`config.mk`:
```
export PLATFORM = sky130hd
export DESIGN_NAME = perm_arbiter_ctrl
export DESIGN_NICKNAME = d
export VERILOG_FILES = /design/src/rtl/perm_pkg.sv /design/src/rtl/rr_arbiter.sv /design/src/rtl/perm_arbiter_ctrl.sv
export SDC_FILE = /design/constraint.sdc
export NUM_CORES = 1
export LEC_CHECK = 0
export ABC_AREA = 0
export CAP_MARGIN = 20
export CORE_AREA = 2 2 131 133
export DETAILED_ROUTE_END_ITERATION = 8
export DIE_AREA = 0 0 133 135
export GPL_ROUTABILITY_DRIVEN = 0
export PLACE_DENSITY = 0.78
export SETUP_SLACK_MARGIN = 0.1
export SYNTH_ARGS = -nofsm -noshare
export SYNTH_HDL_FRONTEND = slang
export SYNTH_SLANG_ARGS = --single-unit
```
`constraint.sdc`:
```
create_clock -name clk -period 2.4 [get_ports clk]
set_clock_uncertainty 0.1 [all_clocks]
set_input_delay 0.36 -clock clk [delete_from_list [all_inputs] [get_ports clk]]
set_output_delay 0.36 -clock clk [all_outputs]
set_load 0.05 [all_outputs]
```
`src/rtl/perm_pkg.sv`:
```
// ============================================================================
// Module   : perm_pkg
// Brief    : Shared word width, FSM encoding and default timeout for the
//            inverse-permutation engine controller.
// Revision : 1.0
// ============================================================================
`default_nettype none

package perm_pkg;

    localparam int WORD_W      = 64;
    localparam int TIMEOUT_DEF = 16;

    typedef enum logic [1:0] {
        IDLE = 2'd0,
        ARM  = 2'd1,
        RUN  = 2'd2,
        RESP = 2'd3
    } state_t;

endpackage

`default_nettype wire

```
`src/rtl/rr_arbiter.sv`:
```
// ============================================================================
// Module   : rr_arbiter
// Brief    : Round-robin arbiter; the search starts at ptr and wraps.
// Revision : 1.0
// ============================================================================
`default_nettype none

module rr_arbiter #(
    parameter int NREQ = 2,
    parameter int IDW  = 3
) (
    input  logic [NREQ-1:0] req,
    input  logic [IDW-1:0]  ptr,
    output logic [NREQ-1:0] grant,
    output logic [IDW-1:0]  grant_idx,
    output logic            any
);

    logic [NREQ-1:0] hi_req;

    // Lowest requester at or above ptr wins; otherwise the lowest overall.
    always_comb begin
        hi_req    = '0;
        grant     = '0;
        grant_idx = '0;
        any       = 1'b0;
        for (int i = 0; i < NREQ; i++) begin
            hi_req[i] = req[i] && (i >= int'(ptr));
        end
        for (int i = NREQ - 1; i >= 0; i--) begin
            if (req[i]) begin
                grant_idx = IDW'(i);
                any       = 1'b1;
            end
        end
        for (int i = NREQ - 1; i >= 0; i--) begin
            if (hi_req[i]) begin
                grant_idx = IDW'(i);
            end
        end
        for (int i = 0; i < NREQ; i++) begin
            grant[i] = any && (grant_idx == IDW'(i));
        end
    end

endmodule

`default_nettype wire

```
`src/rtl/perm_arbiter_ctrl.sv`:
```
// ============================================================================
// Module   : perm_arbiter_ctrl
// Brief    : Arbitrates NREQ requesters onto the shared inverse-permutation
//            engine. Optional macro PERM_WEIGHT_CHECK_EN adds a Hamming-weight
//            check on the engine result and a sticky chk_fail output.
// Revision : 1.0
// ============================================================================
`default_nettype none

module perm_arbiter_ctrl
    import perm_pkg::*;
#(
    parameter int NREQ    = 2,
    parameter int TIMEOUT = TIMEOUT_DEF,
    parameter int IDW     = 3
) (
    input  logic                   clk,
    input  logic                   rst_n,
    input  logic [NREQ-1:0]        req_valid,
    output logic [NREQ-1:0]        req_ready,
    input  logic [WORD_W*NREQ-1:0] req_data,
    output logic                   rsp_valid,
    input  logic                   rsp_ready,
    output logic [IDW-1:0]         rsp_id,
    output logic [WORD_W-1:0]      rsp_data,
    output logic                   rsp_err,
    output logic                   eng_set,
    output logic [WORD_W-1:0]      eng_data_in,
    input  logic                   eng_status,
    input  logic [WORD_W-1:0]      eng_data_out,
`ifdef PERM_WEIGHT_CHECK_EN
    output logic                   chk_fail,
`endif
    output logic                   busy
);

    localparam int CNTW = $clog2(TIMEOUT + 1);

    state_t              state_q;
    state_t              state_d;
    logic [IDW-1:0]      ptr_q;
    logic [CNTW-1:0]     cnt_q;
    logic [NREQ-1:0]     grant;
    logic [IDW-1:0]      grant_idx;
    logic                any;
    logic [WORD_W-1:0]   win_word;
    logic [IDW-1:0]      ptr_next;
    logic                timeout_hit;
    logic                weight_bad;

    rr_arbiter #(
        .NREQ (NREQ),
        .IDW  (IDW)
    ) u_rr_arbiter (
        .req       (req_valid),
        .ptr       (ptr_q),
        .grant     (grant),
        .grant_idx (grant_idx),
        .any       (any)
    );

    always_comb begin
        win_word = '0;
        for (int i = 0; i < NREQ; i++) begin
            if (grant[i]) begin
                win_word = req_data[WORD_W*i +: WORD_W];
            end
        end
    end

    assign ptr_next    = (grant_idx == IDW'(NREQ - 1)) ? '0 : grant_idx + IDW'(1);
    assign timeout_hit = (cnt_q == CNTW'(TIMEOUT - 1));

`ifdef PERM_WEIGHT_CHECK_EN
    assign weight_bad = ($countones(eng_data_out) != $countones(eng_data_in));

    always_ff @(posedge clk or negedge rst_n) begin
        if (!rst_n) begin
            chk_fail <= 1'b0;
        end else if (state_q == RUN && eng_status && weight_bad) begin
            chk_fail <= 1'b1;
        end
    end
`else
    assign weight_bad = 1'b0;
`endif

    always_ff @(posedge clk or negedge rst_n) begin
        if (!rst_n) begin
            state_q <= IDLE;
        end else begin
            state_q <= state_d;
        end
    end

    always_comb begin
        state_d   = state_q;
        req_ready = '0;
        eng_set   = 1'b0;
        rsp_valid = 1'b0;
        busy      = 1'b1;
        case (state_q)
            IDLE: begin
                eng_set = 1'b1;
                busy    = 1'b0;
                // The grant is combinational, so mask it while reset is held.
                if (rst_n) begin
                    req_ready = grant;
                end
                if (any) begin
                    state_d = ARM;
                end
            end
            ARM: begin
                eng_set = 1'b1;
                state_d = RUN;
            end
            RUN: begin
                if (eng_status || timeout_hit) begin
                    state_d = RESP;
                end
            end
            RESP: begin
                rsp_valid = 1'b1;
                if (rsp_ready) begin
                    state_d = IDLE;
                end
            end
            default: begin
                state_d = IDLE;
            end
        endcase
    end

    always_ff @(posedge clk or negedge rst_n) begin
        if (!rst_n) begin
            ptr_q       <= '0;
            cnt_q       <= '0;
            eng_data_in <= '0;
            rsp_id      <= '0;
            rsp_data    <= '0;
            rsp_err     <= 1'b0;
        end else begin
            case (state_q)
                IDLE: begin
                    if (any) begin
                        eng_data_in <= win_word;
                        rsp_id      <= grant_idx;
                        ptr_q       <= ptr_next;
                    end
                end
                RUN: begin
                    cnt_q <= cnt_q + CNTW'(1);
                    // Status takes priority over a coincident timeout.
                    if (eng_status) begin
                        rsp_data <= eng_data_out;
                        rsp_err  <= weight_bad;
                    end else if (timeout_hit) begin
                        rsp_data <= '0;
                        rsp_err  <= 1'b1;
                    end
                end
                RESP: begin
                    if (rsp_ready) begin
                        cnt_q <= '0;
                    end
                end
                default: begin
                end
            endcase
        end
    end

endmodule

`default_nettype wire

```
==> metrics.md, run 1 <==
| Metric | Value |
|---|---|
| Share of total power consumed by net switching | between 40% and 50% |
| Nature of the critical path endpoint | primary output |
| Final worst-path cycle share | 91.0% |
| TritonCTS buffer count | 17 |
| Crit path setup slack, layout | 0.217 ns |
| Layout filler cell count | between 1000 and 1500 |
| Static power due to leakage | 4.20 nW |
| Total power of the final layout | 14.9 mW |
| Die Y-Extent | roughly 140 um |
| Postcts setup bufs | 0 |
| Finish-stage setup viols | 0 |
| TritonCTS clock tree | done |
| Most used DFF post-synth | sky130_fd_sc_hd__dfrtp_1 |
| Number of global-route vias before repair | 5270 |
| Sum of net half-perimeters after detailed placement | 13800 um |
| Least-Margin Pin Slew | just over 0.9 ns |
| All-Layer GR Usage | between 20% and 30% |
| Wire length of the first global-routing pass | 30000 um |
| Data arrival, critical path | 1.72 ns |
| Setup CP Type | in2out |
| Synth Area in Compound Gates | a little over a quarter |
| Net switching power | 7.00 mW |
| Sequential element share of the synthesized area | 59.6% |
| Setup Total Neg Slack | 0 ns |
| Sequential standard cell area | around 3500 sq um |
| Int Pwr | just under 8 mW |
| Cells along the critical path | dlygate4sd3_1 -> buf_6 -> and4_1 -> buf_12 |
| Commonest cells after routing, fill and taps aside | 325 x sky130_fd_sc_hd__clkdlybuf4s50_1, 138 x sky130_fd_sc_hd__dfrtp_1, 71 x sky130_fd_sc_hd__nand2_1 |
| Number of nets at the end of the flow | ~1000 |
| Worst EP required | about 1.9 ns |
| Combinational family with the most area after synthesis | compound AO/OA/AOI/OAI gates |
| Routed WL | 19400 um |
| Post-Synth Adder-Cell Area | 1.51% |
| Mux share of post-synthesis cell area | less than 1% |
| Total congestion overflow after global routing | 0 |
| CP endpoint | req_ready[1] |
| Area fraction in and, or, nand and nor cells after synthesis | between 5 and 6% |
| Unrepaired setup endpoints after global routing | false |
| Total DRC errors in the routed layout | 0 |
| Worst min-delay path class | in2async |
| Pin count of the biggest net entering global routing | 107 |
| Via Count | 5330 |
| Fraction of power consumed by sequential logic | 26.2% |
| Drt wl/cell | 18.5 um |
| Normalized max-slew margin | 38.8% |
| Detail Route Antenna Nets | 0 |
| Critical Path Start Type | primary input |
| Fmax achieved | between 400 and 500 MHz |
| Clock latency on the worst-skew pair | 0.42 ns |
| Total power density per cell area | 1500 nW/um^2 |
| Path depth of the worst reg2reg path | 6 |
| Number of flops mapped to enable cells by yosys | 0 |
| Worst setup slack for register-to-register paths | 0.37 ns |
| Number of antenna violations at the first check in global routing | 0 |
| Area after DPL | 9340 sq um |
| Count of mapped cells out of synthesis | 500 |
| Maximum clock insertion buffer count | 2 |
| Layout cells sized above 1 | 7.35% |
| CTS root buffer | sky130_fd_sc_hd__clkbuf_16 |
| Logic gate share of total power | 55.6% |
| Number of pins exceeding their max-slew limit in the final report | 0 |
| Input/output buffers | 332 |
| Outcome | completed |
| Clock input transition at the sequential cells of the worst setup and hold paths | about 0.060 ns |
| Startpoint of the lowest-slack register-to-register path | cnt_q[0] |
| Multi-input combinational cell area | about 2100 sq um |
| Proportion of synthesized flip-flops having asynchronous set or reset | 100% |
| Post-Synthesis Mean Instance Area | between 10 and 15 sq um |
| Pre-Repair DR Iteration Count | 4 |
| DIE AREA | 18000 sq um |
| Time the worst path needs with I/O delays and setup | around 2.2 ns |
| Core region area | 16400 sq um |
| Warning count from the yosys run | 0 |
| Initial Util | 35.3% |
| Synth unique cells | 34 |
| Total non-filler cell area in the finished layout | roughly 10000 sq um |
| I/O pin total | 335 |
| Drt first-iter violations | 298 |
| Worst r2r dst | rsp_data[34] |
| Place WS | 0.212 ns |
| Largest incremental delay on the critical path | 0.59 ns |
| Antenna Diode Count | 0 |
| Final hold violation count | 0 |
| Post-synthesis share of cell area spent on xor and xnor gates | 0.454% |
| Core Rows | 47 |
| Launch point of the critical path | rst_n |
| Post-synthesis register bit count | 138 |
| Clk network pwr share | 18.1% |
| Synthesized cell area | 5790 sq um |
| Maxcap violations | 0 |
| Worst vdd ir | 0.000725 V |
| Via-to-Cell Ratio | 5.08 |
| Die extent in x | roughly 130 um |
| CTS Sinks | 138 |
| Most common cell after layout, fill and taps aside | sky130_fd_sc_hd__clkdlybuf4s50_1 |
| Synth-to-Final Area Change | 72.1% |
| Cell with the biggest individual delay on the critical path | sky130_fd_sc_hd__dlygate4sd3_1 |
| Maximum fanout along the worst path | 33 |
| CTS H-Tree Depth | 4 |
## sequential cells by signal, indices dropped and copies added (netlist names)
register / flops
eng_data_in: 64
rsp_err: 1
ptr_q: 1
cnt_q: 5
rsp_data: 64
state_q: 2
rsp_id: 1
## worst min-delay path by stage
stage          cells after the start            to  startpoint  slack (ns)
2_1_floorplan                      0      cnt_q[0]       rst_n       -0.04
3_3_place_gp                       1  rsp_data[31]       rst_n        0.16
3_5_place_dp                       1  rsp_data[31]       rst_n        0.17
4_1_cts                            2  rsp_data[63]       rst_n        0.32
5_1_grt                            2  rsp_data[33]       rst_n        0.34
6_report                           2  rsp_data[33]       rst_n        0.34
## metal layers
layer  GRT usage [%]  wire length (um)  vias to the layer above
li1                -                 -                     2526
met1            26.9              8100                     2582
met2            36.2              9900                      194
met3            5.29              1030                       28
met4            8.30               403                        0
met5               0                 0                        -
## synth_stat cells, types with 2 or more instances
library cell / number / share of area, %
sky130_fd_sc_hd__o22ai_1: 5 / 0.54
sky130_fd_sc_hd__ha_1: 7 / 1.5
sky130_fd_sc_hd__clkbuf_1: 7 / 0.45
sky130_fd_sc_hd__buf_2: 33 / 2.9
sky130_fd_sc_hd__nor2_1: 4 / 0.26
sky130_fd_sc_hd__and3_1: 2 / 0.22
sky130_fd_sc_hd__buf_6: 2 / 0.39
sky130_fd_sc_hd__nand2_1: 71 / 4.6
sky130_fd_sc_hd__a21oi_1: 3 / 0.26
sky130_fd_sc_hd__a32oi_1: 64 / 9.7
sky130_fd_sc_hd__a22o_1: 64 / 9.7
sky130_fd_sc_hd__dfrtp_1: 138 / 60
sky130_fd_sc_hd__inv_1: 5 / 0.32
sky130_fd_sc_hd__buf_4: 10 / 1.3
sky130_fd_sc_hd__xor2_1: 2 / 0.30
sky130_fd_sc_hd__o21ai_1: 65 / 5.6
## per-stage QoR
| stage | std cells | utilization (%) | hold slack (ns) |
|---|---|---|---|
| floorplan | 501 | - | -0.0356 |
| global placement | 1017 | 57.0 | 0.162 |
| detailed placement | 1017 | 57.0 | 0.167 |
| CTS | 1050 | 60.7 | 0.324 |
| global route | 1050 | 60.8 | 0.342 |
| finish | 1050 | 60.8 | 0.344 |
## logic make-up after synthesis
| kind of cell | Yosys count |
|---|---|
| compound gates | 208 |
| xor+xnor | 3 |
| fa+ha+maj | 7 |
| buf+inv | 58 |
| flops | 138 |
| mux | 2 |
| other cells | 1 |
| simple gates | 83 |
## worst max-delay path, delay by kind of cell
family        cells  cell delay (ns)
simple gates      1             0.29
buf+inv           3             1.04
## area by class of cell
| class | count | share of cell area [%] |
|---|---|---|
| sequential | 138 | 34.6 |
| multi-input combinational | 305 | 20.8 |
| timing repair buffer | 350 | 35.6 |
| clock buffer | 20 | 4.38 |
| inverter | 5 | 0.188 |
| tap | 220 | 2.76 |
| clock inverter | 12 | 1.67 |
## power by group through the flow
stage | clock (mW) | sequential (mW) | combinational (mW)
floorplan | 0 | 7.18 | 2.07
global placement | 0 | 3.89 | 8.25
detailed placement | 0 | 3.95 | 8.32
CTS | 2.76 | 3.92 | 8.36
global route | 2.88 | 4.04 | 8.72
finish | 2.71 | 3.92 | 8.31
## what timing repair did
item                                    CTS  global route
endpoints found under the setup margin    3             1
endpoints found under the hold margin    29             0
gates cloned                              0             0
resized for setup                         1             1
hold buffers                              1             0
Note: power is estimated with default switching activity, not from simulation.
==> inputs of run 2 (changes only) <==
--- a/config.mk
+++ b/config.mk
@@ -11,6 +11,7 @@
 export DETAILED_ROUTE_END_ITERATION = 8
 export DIE_AREA = 0 0 133 135
 export GPL_ROUTABILITY_DRIVEN = 0
+export MAX_ROUTING_LAYER = met4
 export PLACE_DENSITY = 0.78
 export SETUP_SLACK_MARGIN = 0.1
 export SYNTH_ARGS = -nofsm -noshare
==> metrics.md, run 2 (synthesis gave the netlist of run 1 again) <==
| Metric | Value |
|---|---|
| Time the worst path needs with I/O delays and setup | 2.18 ns |
| Core region area | 16400 sq um |
| Worst min-delay path class | in2async |
| Registers with the most flip-flops | eng_data_in (64), rsp_data (64), cnt_q (5) |
| Antenna Diode Count | 0 |
| Total non-filler cell area in the finished layout | between 9000 and 10000 sq um |
| Sequential standard cell area | about 3500 sq um |
| Routed WL | 19400 um |
| Total congestion overflow after global routing | 0 |
| CTS H-Tree Depth | 4 |
| Via Count | 5334 |
| Least-Margin Pin Slew | 0.933 ns |
| Setup CP Type | in2out |
| Number of antenna violations at the first check in global routing | 0 |
| Total power density per cell area | roughly 1500 nW/um^2 |
| Total power of the final layout | ~15 mW |
| Die extent in x | roughly 130 um |
| CTS root buffer | sky130_fd_sc_hd__clkbuf_16 |
| Crit path setup slack, layout | 0.220 ns |
| Cell with the biggest individual delay on the critical path | sky130_fd_sc_hd__dlygate4sd3_1 |
| Path depth of the worst reg2reg path | 6 |
| Maxcap violations | 0 |
| Finish-stage setup viols | 0 |
| Drt wl/cell | around 18 um |
| CTS Sinks | around 140 |
| Pre-Repair DR Iteration Count | 4 |
| Layout cells sized above 1 | 7.35% |
| Layout filler cell count | 1317 |
| TritonCTS buffer count | 17 |
| Commonest cells after routing, fill and taps aside | 325 x sky130_fd_sc_hd__clkdlybuf4s50_1, 138 x sky130_fd_sc_hd__dfrtp_1, 71 x sky130_fd_sc_hd__nand2_1 |
| Critical Path Start Type | primary input |
| Clock input transition at the sequential cells of the worst setup and hold paths | 0.06 ns |
| Multi-input combinational cell area | between 2000 and 2500 sq um |
| Fin cells | between 1000 and 1500 |
| Input/output buffers | 332 |
| Setup Total Neg Slack | 0 ns |
| Startpoint of the lowest-slack register-to-register path | cnt_q[0] |
| Place WS | 0.212 ns |
| Postcts setup bufs | 0 |
| All-Layer GR Usage | between 20% and 30% |
| Fmax achieved | about 460 MHz |
| Core Rows | 47 |
| Sum of net half-perimeters after detailed placement | 13800 um |
| Detail Route Antenna Nets | 0 |
| Pin count of the biggest net entering global routing | 107 |
| Data arrival, critical path | 1.72 ns |
| Clock latency on the worst-skew pair | 0.41 ns |
| Die Y-Extent | roughly 140 um |
| Area after DPL | ~9300 sq um |
| TritonCTS clock tree | done |
| DIE AREA | between 15000 and 20000 sq um |
| Unrepaired setup endpoints after global routing | false |
| Number of nets at the end of the flow | 1022 |
| Outcome | completed |
| Largest incremental delay on the critical path | between 0.5 and 0.6 ns |
| Number of pins exceeding their max-slew limit in the final report | 0 |
| Final worst-path cycle share | 90.8% |
| Maximum clock insertion buffer count | 2 |
| Total buffers and inverters traversed by the critical path | 3 |
| Hold slack final | 0.356 ns |
| Synth-to-Final Area Change | 72.1% |
| Worst EP required | 1.94 ns |
| Most common cell after layout, fill and taps aside | sky130_fd_sc_hd__clkdlybuf4s50_1 |
| Drt first-iter violations | approximately 280 |
| Cells along the critical path | dlygate4sd3_1 -> buf_6 -> and4_1 -> buf_12 |
| Nature of the critical path endpoint | primary output |
| Normalized max-slew margin | 37.8% |
| I/O pin total | between 300 and 400 |
| Family of cells with the greatest summed delay on the critical path | buffers and inverters |
| Number of global-route vias before repair | 5273 |
| Wire length of the first global-routing pass | 30000 um |
| Static power due to leakage | ~4.2 nW |
| Cells after DPL | around 1000 |
| Core occupancy in the finished layout | 60.8% |
| Via-to-Cell Ratio | 5.08 |
| Worst vdd ir | approximately 0.00072 V |
| Worst setup slack for register-to-register paths | 0.38 ns |
| Initial Util | between 30% and 40% |
| Final hold violation count | 0 |
| Total DRC errors in the routed layout | 0 |
| Maximum fanout along the worst path | 33 |
| Worst r2r dst | rsp_data[3] |
-- run 2: cell counts in the layout (fill, tap and decap cells not counted) --
No cell type changed its count.
-- run 2: worst max-delay path by stage --
stage	cells after the start	slack (ns)	startpoint	to
5_1_grt	4	0.17	rst_n	req_ready[1]
2_1_floorplan	4	0.59	ptr_q[0]	req_ready[1]
3_5_place_dp	4	0.21	req_valid[0]	req_ready[0]
3_3_place_gp	4	0.21	req_valid[0]	req_ready[0]
4_1_cts	4	0.16	state_q[0]	req_ready[1]
6_report	4	0.22	rst_n	req_ready[1]
-- run 2: power by group --
part / switching [mW] / internal [mW] / leakage [nW]
clock network: 1.05 / 1.65 / 0.291
logic: 5.37 / 2.95 / 2.16
registers: 0.577 / 3.34 / 1.75
total: 7.00 / 7.95 / 4.20
-- run 2: layer usage --
metal  GRT usage (%)  vias up  share of wire, %
met4            8.42        0               2.2
li1                -     2524                 -
met1            27.1     2581                42
met2            36.3      201                51
met5               -        -                 0
met3            4.58       28               5.3
-- run 2: layout make-up --
cell class,count,share of cell area [%]
clock buffers,20,4.38
clock inverters,12,1.67
inverters,5,0.188
multi-input cells,305,20.8
flip-flops and latches,138,34.6
well taps,220,2.76
repair buffers,350,35.6
-- run 2: repair_timing --
| action | CTS | global route |
|---|---|---|
| endpoints found under the hold margin | 29 | 0 |
| hold buffers | 1 | 0 |
| resized for setup | 1 | 1 |
| endpoints found under the setup margin | 3 | 1 |
